`src/rtl/tnn_feature_framer.sv`:
```
// tnn_feature_framer: gathers N_FEAT quantised features from a valid/ready
// stream into a parallel frame for a combinational TNN classifier, holds the
// frame stable for one evaluation cycle, then returns the registered verdict
// on a valid/ready result port with a frame-length error flag.
// Optional: define TNN_FRAMER_STATS_EN to add saturating result counters
// (stat_tot = frames completed, stat_pos = frames classified 1).
module tnn_feature_framer #(
  parameter int N_FEAT = 8,
  parameter int FEAT_W = 2,
  parameter int CNT_W  = 16
) (
  input  logic                     clk,
  input  logic                     rst,
  input  logic                     s_valid,
  output logic                     s_ready,
  input  logic [FEAT_W-1:0]        s_data,
  input  logic                     s_last,
  output logic [N_FEAT*FEAT_W-1:0] feat_bus,
  input  logic                     cls_in,
  output logic                     m_valid,
  input  logic                     m_ready,
  output logic                     m_class,
  output logic                     m_err
`ifdef TNN_FRAMER_STATS_EN
  ,
  output logic [CNT_W-1:0]         stat_pos,
  output logic [CNT_W-1:0]         stat_tot
`endif
);

  localparam int IDX_W = (N_FEAT > 1) ? $clog2(N_FEAT) : 1;

  localparam logic [1:0] COLLECT = 2'd0;
  localparam logic [1:0] DRAIN   = 2'd1;
  localparam logic [1:0] EVAL    = 2'd2;
  localparam logic [1:0] OUT     = 2'd3;

  logic [1:0]       state, state_nxt;
  logic [IDX_W-1:0] idx;
  logic             beat, res, last_slot;

  assign beat      = s_valid && s_ready;
  assign res       = m_valid && m_ready;
  assign last_slot = (idx == IDX_W'(N_FEAT - 1));

  // Next-state: collection ends on s_last or runs into DRAIN when the frame overflows.
  always_comb begin
    state_nxt = state;
    case (state)
      COLLECT: begin
        if (beat) begin
          if (s_last)         state_nxt = EVAL;
          else if (last_slot) state_nxt = DRAIN;
        end
      end
      DRAIN:   if (beat && s_last) state_nxt = EVAL;
      EVAL:    state_nxt = OUT;
      OUT:     if (res) state_nxt = COLLECT;
      default: state_nxt = COLLECT;
    endcase
  end

  // State, registered s_ready (depends only on next state, never on s_valid),
  // frame slots, and the result payload.
  always_ff @(posedge clk) begin
    if (rst) begin
      state    <= COLLECT;
      s_ready  <= 1'b0;
      idx      <= '0;
      feat_bus <= '0;
      m_valid  <= 1'b0;
      m_class  <= 1'b0;
      m_err    <= 1'b0;
    end else begin
      state   <= state_nxt;
      s_ready <= (state_nxt == COLLECT) || (state_nxt == DRAIN);
      case (state)
        COLLECT: begin
          if (beat) begin
            // Write the current slot; a short frame zero-pads the remaining slots.
            for (int k = 0; k < N_FEAT; k++) begin
              if (k == int'(idx))
                feat_bus[k*FEAT_W +: FEAT_W] <= s_data;
              else if (s_last && (k > int'(idx)))
                feat_bus[k*FEAT_W +: FEAT_W] <= '0;
            end
            if (!last_slot) idx <= idx + 1'b1;
            // Error unless the frame ends exactly on the last slot.
            if (s_last || last_slot) m_err <= !(s_last && last_slot);
          end
        end
        EVAL: begin
          m_class <= cls_in;
          m_valid <= 1'b1;
        end
        OUT: begin
          if (res) begin
            m_valid <= 1'b0;
            idx     <= '0;
          end
        end
        default: ;
      endcase
    end
  end

`ifdef TNN_FRAMER_STATS_EN
  // Saturating result counters, advanced on each result handshake.
  always_ff @(posedge clk) begin
    if (rst) begin
      stat_tot <= '0;
      stat_pos <= '0;
    end else if (res) begin
      if (stat_tot != '1)            stat_tot <= stat_tot + 1'b1;
      if (m_class && stat_pos != '1) stat_pos <= stat_pos + 1'b1;
    end
  end
`endif

endmodule

```
`config.mk`:
```
export PLATFORM = sky130hd
export DESIGN_NAME = tnn_feature_framer
export DESIGN_NICKNAME = d
export VERILOG_FILES = /design/src/rtl/tnn_feature_framer.sv
export SDC_FILE = /design/constraint.sdc
export NUM_CORES = 1
export LEC_CHECK = 0
export ABC_AREA = 1
export CAP_MARGIN = 0
export CORE_ASPECT_RATIO = 1.25
export CORE_MARGIN = 5
export CORE_UTILIZATION = 50
export DETAILED_ROUTE_END_ITERATION = 6
export PLACE_DENSITY = 0.79
export SYNTH_ARGS = -nofsm -noshare
export SYNTH_HDL_FRONTEND = slang
export SYNTH_SLANG_ARGS = --single-unit
export TNS_END_PERCENT = 30
```
`constraint.sdc`:
```
create_clock -name clk -period 2.9 [get_ports clk]
set_input_delay 0.58 -clock clk [delete_from_list [all_inputs] [get_ports clk]]
set_output_delay 0.58 -clock clk [all_outputs]
set_load 0.03 [all_outputs]
```
# [Yosys cells after proc, flatten, opt, wreduce, memory -nomap -nowiden]
# Index checks and enable logic that the tools add are counted.
[word_totals] register_bits=25 inputBits=8 out_inout_bits=20 word_cells=100
[op_classes] n_addsub=1 magnitude_cmp=7 eq_ne=15 muxes=26 reduce_logical=37
[ops] op="$mux 2" count=19
[ops] op="$reduce_and 3->1" count=9
[ops] op="$reduce_bool 2->1" count=9
[ops] op="$eq 3x3->1 const A" count=4
[ops] op="$gt 3x3->1 const A" count=4
[ops] op="$logic_and 1x1->1" count=11
[ops] op="$mux 3" count=3
[ops] op="$pmux 2 s4" count=1
[ops] op="$eq 2x3->1 const A" count=2
[ops] op="$gt 2x3->1 const A" count=2
[ops] op="$ne 2x2->1 const B" count=3
[ops] op="$pmux 3 s2" count=1
[ops] op="$eq 2x1->1 const B" count=2
[ops] op="$eq 2x2->1 const B" count=2
[ops] op="$logic_not 2->1" count=2
[ops] op="$reduce_and 4->1" count=1
[ops] op="$add 3x1->3 const B" count=1
[ops] op="$eq 1x3->1 const A" count=1
[ops] op="$eq 3x3->1 const B" count=1
[ops] op="$gt 1x3->1 const A" count=1
[ops] op="$logic_not 3->1" count=1
[ops] op="$logic_or 1x1->1" count=2
[ops] op="$pmux 1 s2" count=1
[ops] op="$reduce_and 2->1" count=1
[ops] op="2 further kinds" count=2

# [Depth between registers and ports, before layout]
# Gate-level depths: netlist of the first run.
[logic_depth] depth_word=7 ltp_mapped=8 mapped_depth_nobuf=8

# [Worst setup path after synthesis of the first run]
# Ideal clock, no wire load.
[synth_timing] path_type="reg-to-reg" start="register idx[0]" end="register idx[2]" setup_ns=0.115 t_arrival_ns=1.207 required_ns=2.785 setup_slack_ns=1.578 path_stages_with_launch=8 path_buffers=0 period_less_slack_ns=1.322 path_cell_list="dfxtp_1 ha_1 ha_1 inv_1 nand2_1 nand2_1 a21oi_1 nor2_1"
[synth_between] elab_chain_cells=4 elab_cells_between_ends=7 classes_between="add/sub: 1; eq/ne: 2; mux: 3; reduce/logical: 1"
[synth_lines] element="from (decl)" line_no="39" rtl="logic [IDX_W-1:0] idx;"
[synth_lines] element="from (signal assigned)" line_no="87" rtl="if (!last_slot) idx <= idx + 1'b1;"
[synth_lines] element="$add 3x1->3" line_no="87"
[synth_lines] element="$mux 3" line_no="87"
[synth_lines] element="$mux 3" line_no="79" rtl="if (beat) begin"
[synth_lines] element="$pmux 3 s2" line_no="77" rtl="case (state)"
# Several ways; a longest one is shown, not always the timed one. The select of a mux whose other input is x is not followed.
# A chain may end at the register's enable or synchronous reset.

# [Final worst setup path of the first run]
[layout_timing] start="register s_ready" end="output s_ready"
[layout_lines] element="from (decl)" line_no="15" rtl="output logic s_ready,"
[layout_lines] element="from (signal assigned)" line_no="76" rtl="s_ready <= (state_nxt == COLLECT) || (state_nxt == DRAIN);"
# No word-level cell between the ends.

==> summary.md, run 1 <==
| Metric | Value |
|---|---|
| CP peak stage delay | `0.70 ns` |
| Xor and xnor area share after synthesis | `0` |
| Die span in x | `54.7 µm` |
| Pins Over Slew Limit | `0` |
| Slew headroom | `0.764` |
| Cts repair resizes | `0` |
| Syn Std Cell Area | `1250 µm²` |
| Setup bufs post-CTS | `0` |
| Routed wire length per instance | `11.3 µm` |
| CTS tree | `built` |
| Final hold vios | `0` |
| Via-per-instance ratio | `4.93` |
| Cts bufs inserted | `3` |
| Peak VDD IR | `0.266 mV` |
| Power per standard cell area | `431 nW/µm²` |
| Initial core utilization | `0.519` |
| Vias | `1149` |
| Worst R2R Start | `idx[1]` |
| Final WL | `2640 µm` |
| Area grow syn2layout | `24.2%` |
| Dpl hpwl | `2110 µm` |
| Top-area cell type share of the netlist area | `0.402` |
| Slowest CP cell | `clkdlybuf4s50_1` |
| Multiplexer share of the synthesized area | `0` |
| H-tree levels | `1` |
| Full die area | `3600 µm²` |
| Crit path max-delay family | `buffers and inverters` |
| Commonest non-fill, non-tap cell in the layout | `nand2_1` |
| Initial DRT Pass Iterations | `4` |
| Cts-stage hold buffer count | `0` |
| Initial DRC Count | `22` |
| Min-delay worst type | `flop to flop` |
| Synth Area in Simple Gates | `0.340` |
| Compound-Gate Fraction of Synth Area | `0.106` |
| Clk Latency, worst-skew pair | `0.32 ns` |
| Antenna violations before repair | `0` |
| FFs w/ async S/R, synth | `0` |
| Clock root buffer | `clkbuf_4` |
| Register area share after synthesis | `0.402` |
| I/O pin count | `28` |
| Die height | `65.8 µm` |
| Setup TNS | `0 ns` |
| Syn Area/Cell | `7.16 µm²` |
| Clock tree buffer depth | `2` |
| GRT Total Usage | `0.174` |
| Clock-pin transition on the worst setup and hold timing paths | `0.13 ns` |
| Total gr overflow | `0` |
| Buf/Inv on CP | `1` |
| EDFF count, synth | `0` |
| Maxcap violations | `0` |
| Core box area | `2400 µm²` |
| Vias in the first global route | `1146` |
| Final period utilization | `0.701` |
| Routability cong. | `0.869` |
| Largest family of logic cells by synthesized area | `simple AND/OR/NAND/NOR gates` |
| Port buffer count | `27` |
| Worst-Margin Slew | `0.353 ns` |
| Crit. Startpoint | `s_ready` |
| Critical-path cell list | `clkdlybuf4s50_1` |
| Worst EP arrival | `1.45 ns` |
| Synthesized Nets | `188` |
| Commonest cells after routing, fill and taps aside | `nand2_1 (53), clkdlybuf4s50_1 (27), dfxtp_1 (25), a21oi_1 (22), nand3_1 (19)` |
| Hold path start | `m_err` |
| Minimum clock period | `2.03 ns` |
| Nature of the critical path startpoint | `flop` |
| # DRC | `0` |
| Synth warn | `0` |
| Largest net degree at the start of global routing | `17` |
| Final setup violation count | `0` |
| Synth Register Bits | `25` |
| Synth area leader | `dfxtp_1` |
| Final #Nets | `215` |
| Sink Count | `25` |
| Post-synth cell types | `21` |
| Path type of the worst setup path | `flop to primary output` |
| Detail Route Antenna Nets | `0` |
| Setup ws final | `0.867 ns` |
| Diode count | `0` |
| Layout cells sized above 1 | `0.0650` |
| First-pass GRT wire length | `4730 µm` |
| Crit. End Element | `primary output` |
| Cells after Synth | `174` |
| Primary FF master, synth | `dfxtp_1` |
| Fmax | `492 MHz` |
| CP Max Fanout | `3` |
| DP Worst Slack | `0.988 ns` |
| Max Clock Skew | `0.00172 ns` |
| FP Rows | `20` |
| RSZ-0062 raised after global routing | `no` |
| Adder-Cell Fraction of Synth Area | `0.0602` |
| Leak | `0.642 nW` |
| CP required | `2.32 ns` |
| Synth area leaders | `dfxtp_1 (40%), nand2_1 (16%), a21oi_1 (8.8%)` |
| Status | `finished, final reports clean` |
[registers in the layout, indices dropped and copies added, names as in the netlist]
register and flops:
s_ready 1, m_class 1, m_err 1, idx 3
m_valid 1, feat_bus 16, state 2
[through the flow]
| step | instance area (µm²) | power [mW] | hold WS, ns | std cells | utilization |
|---|---|---|---|---|---|
| final | 1550 | 0.667 | 0.457 | 233 | 0.644 |
| after floorplan | 1250 | 0.478 | 0.554 | 174 | - |
| after detailed placement | 1520 | 0.518 | 0.442 | 229 | 0.633 |
| after global routing | 1550 | 0.710 | 0.482 | 233 | 0.644 |
| after global placement | 1520 | 0.515 | 0.439 | 229 | 0.633 |
| after CTS | 1550 | 0.675 | 0.461 | 233 | 0.644 |
[worst register-to-register path: cells and delay by family (launching register included)]
kind / cells / cell delay [ns]
buffers and inverters: 1 / 0.06
flip-flops: 1 / 0.49
AO/OA/AOI/OAI: 1 / 0.18
AND/OR/NAND/NOR: 3 / 0.26
adder cells (fa/ha/maj): 2 / 0.50
[metal layers]
| metal | track usage | part of all wire |
|---|---|---|
| met5 | 0 | 0 |
| met4 | 0.0748 | 0.018 |
| met3 | 0.0226 | 0.026 |
| met2 | 0.312 | 0.53 |
| met1 | 0.196 | 0.43 |
[power breakdown]
group          internal [mW]  switching [mW]
Clock                 0.0518           0.105
Sequential             0.357          0.0172
Combinational         0.0538          0.0825
[layout make-up]
type | instances | area, µm²
Multi-Input combinational cell | 126 | 632
Sequential cell | 25 | 500
Clock inverter | 1 | 5.00
Inverter | 17 | 68.8
Timing Repair Buffer | 28 | 278
Tap cell | 33 | 41.3
Clock buffer | 3 | 22.5
Fill cell | 235 | 855
[logic make-up (layout without fill, tap and decap cells)]
kind of cell / Yosys count / count (layout)
compound gates: 26 / 26
fa+ha+maj: 6 / 6
buf+inv: 23 / 49
flops: 25 / 25
simple gates: 94 / 94
[path summary, 6_finish.rpt]
path / slack, ns / cells past startpoint / end
max: 0.87 / 1 / s_ready
min: 0.46 / 2 / m_err
max reg2reg: 1.33 / 7 / idx[2]
min reg2reg: 0.46 / 2 / m_err
[Yosys cell counts, types with 2 or more instances]
cell type   n
buf_2       3
o21ai_0     3
inv_1      14
nand3_1    19
nand2_4     2
nand2_1    53
nand4_1     3
inv_2       2
a21oi_1    22
dfxtp_1    25
nor2_1     13
ha_1        6
Power figures use the tool's default switching activity.
==> inputs of run 2 (changes only) <==
- CORE_UTILIZATION: 50 -> 49
- PLACE_DENSITY: 0.79 -> 0.78
- clock period: 2.9 -> 2 ns (I/O delays scaled with it)
==> run 2 against run 1 <==
Against the previous run:
- sequential cell count unchanged
- sequential power grew 45%
- non-clock buffer count unchanged
- clock skew barely moved
- power grew 44%
- largest power group unchanged
- core utilization down 0.66 points
- highest routed layer unchanged
- worst hold slack gained 0.0042 ns
- combinational power up 45%
- first-iteration DRC count unchanged
- final area is the same
- setup slack worse by 0.71 ns
==> summary.md, run 2 (synthesis gave the netlist of run 1 again) <==
| Metric | Value |
|---|---|
| Cts-stage hold buffer count | `0` |
| Crit path max-delay family | `buffers and inverters` |
| Die height | `66.4 µm` |
| Cts repair resizes | `0` |
| Sink Count | `25` |
| Port buffer count | `27` |
| CP peak stage delay | `0.70 ns` |
| H-tree levels | `1` |
| Cts bufs inserted | `3` |
| # DRC | `0` |
| R2R depth | `7` |
| Final #Nets | `215` |
| CP required | `1.60 ns` |
| Peak VDD IR | `0.495 mV` |
| Hold Path End | `m_err` |
| Worst R2R Start | `idx[1]` |
| Maxcap violations | `0` |
| GRT Total Usage | `0.173` |
| Final WL | `2720 µm` |
| Vias in the first global route | `1121` |
| Clock root buffer | `clkbuf_4` |
| FP Rows | `20` |
| Vias | `1161` |
| Slew headroom | `0.741` |
| Antenna violations before repair | `0` |
| Clock tree buffer depth | `2` |
| Crit. Startpoint | `s_ready` |
| Full die area | `3660 µm²` |
| Reg2Reg Setup Slack | `0.45 ns` |
| Die span in x | `55.1 µm` |
| Worst hold path depth | `2` |
| Final setup violation count | `0` |
| Minimum clock period | `1.85 ns` |
| Status | `finished, final reports clean` |
| Initial DRC Count | `22` |
| Pins Over Slew Limit | `0` |
| I/O pin count | `28` |
| Setup TNS | `0 ns` |
| Diode count | `0` |
| Routed wire length per instance | `11.7 µm` |
| Core box area | `2430 µm²` |
| Leak | `0.642 nW` |
| Slowest CP cell | `clkdlybuf4s50_1` |
| RR Endpoint | `idx[1]` |
| Buf/Inv on CP | `1` |
| Clock-pin transition on the worst setup and hold timing paths | `0.13 ns` |
| Area grow syn2layout | `24.2%` |
| Dpl hpwl | `2200 µm` |
| Worst-Margin Slew | `0.387 ns` |
| Routability cong. | `0.843` |
| Commonest cells after routing, fill and taps aside | `nand2_1 (53), clkdlybuf4s50_1 (27), dfxtp_1 (25), a21oi_1 (22), nand3_1 (19)` |
| First-pass GRT wire length | `4850 µm` |
| Final period utilization | `0.923` |
| RSZ-0062 raised after global routing | `no` |
| Initial core utilization | `0.513` |
| Post-placement cell count | `229` |
| Min-delay worst type | `flop to flop` |
| Commonest non-fill, non-tap cell in the layout | `nand2_1` |
| Fin cells | `233` |
| Critical-path cell list | `clkdlybuf4s50_1` |
| Worst EP arrival | `1.45 ns` |
| Detail Route Antenna Nets | `0` |
| Crit. End Element | `primary output` |
| Fmax | `542 MHz` |
| Power per standard cell area | `621 nW/µm²` |
| Path type of the worst setup path | `flop to primary output` |
| CTS tree | `built` |
| Nature of the critical path startpoint | `flop` |
| Max Clock Skew | `0.00132 ns` |
| Final hold vios | `0` |
| Largest net degree at the start of global routing | `17` |
| Clk Latency, worst-skew pair | `0.31 ns` |
| Top reg by flops | `feat_bus` |
| CP Max Fanout | `3` |
| Via-per-instance ratio | `4.98` |
| Hold path start | `m_err` |
| Top Registers | `feat_bus: 16 flops, idx: 3 flops, state: 2 flops` |
| Max FFs per register | `16` |
| Total gr overflow | `0` |
| Initial DRT Pass Iterations | `4` |
| Layout cells sized above 1 | `0.0650` |
| Setup bufs post-CTS | `0` |
run 2: cell counts in the layout (fill, tap and decap cells not counted):
No cell type changed its count.
run 2: cell type report:
type	count	area [µm²]
timing repair buffer	28	278
clock buffer	3	22.5
fill	238	880
tap	33	41.3
sequential	25	500
multi-input combinational	126	632
clock inverter	1	5.00
inverter	17	68.8
run 2: per-stage QoR:
stage / hold slack [ns] / worst slack, ns / utilization / total power, mW / instance area [µm²]
final: 0.461 / 0.153 / 0.638 / 0.962 / 1550
after global routing: 0.490 / 0.0852 / 0.638 / 1.02 / 1550
after CTS: 0.465 / 0.140 / 0.638 / 0.972 / 1550
after detailed placement: 0.447 / 0.252 / 0.626 / 0.752 / 1520
after global placement: 0.444 / 0.279 / 0.626 / 0.749 / 1520
after floorplan: 0.554 / 0.678 / - / 0.693 / 1250
run 2: how the worst max path moves through the flow:
stage	end	slack (ns)	cells after the start
after floorplan	idx[2]	0.68	7
after global placement	feat_bus[14]	0.28	6
after detailed placement	feat_bus[14]	0.25	6
after CTS	s_ready	0.14	1
after global routing	s_ready	0.09	1
final	s_ready	0.15	1
run 2: routing by layer:
metal | routed length (µm) | up-vias | GRT usage
met2 | 1420 | 24 | 0.308
met3 | 100 | 9 | 0.0226
li1 | - | 608 | -
met4 | 70 | 0 | 0.0608
met5 | 0 | - | 0
met1 | 1130 | 520 | 0.202
run 2: power by group:
group          switching, mW  total, mW  internal, mW
Clock                  0.147      0.221        0.0748
Combinational          0.119      0.197        0.0776
Sequential            0.0263      0.544         0.517
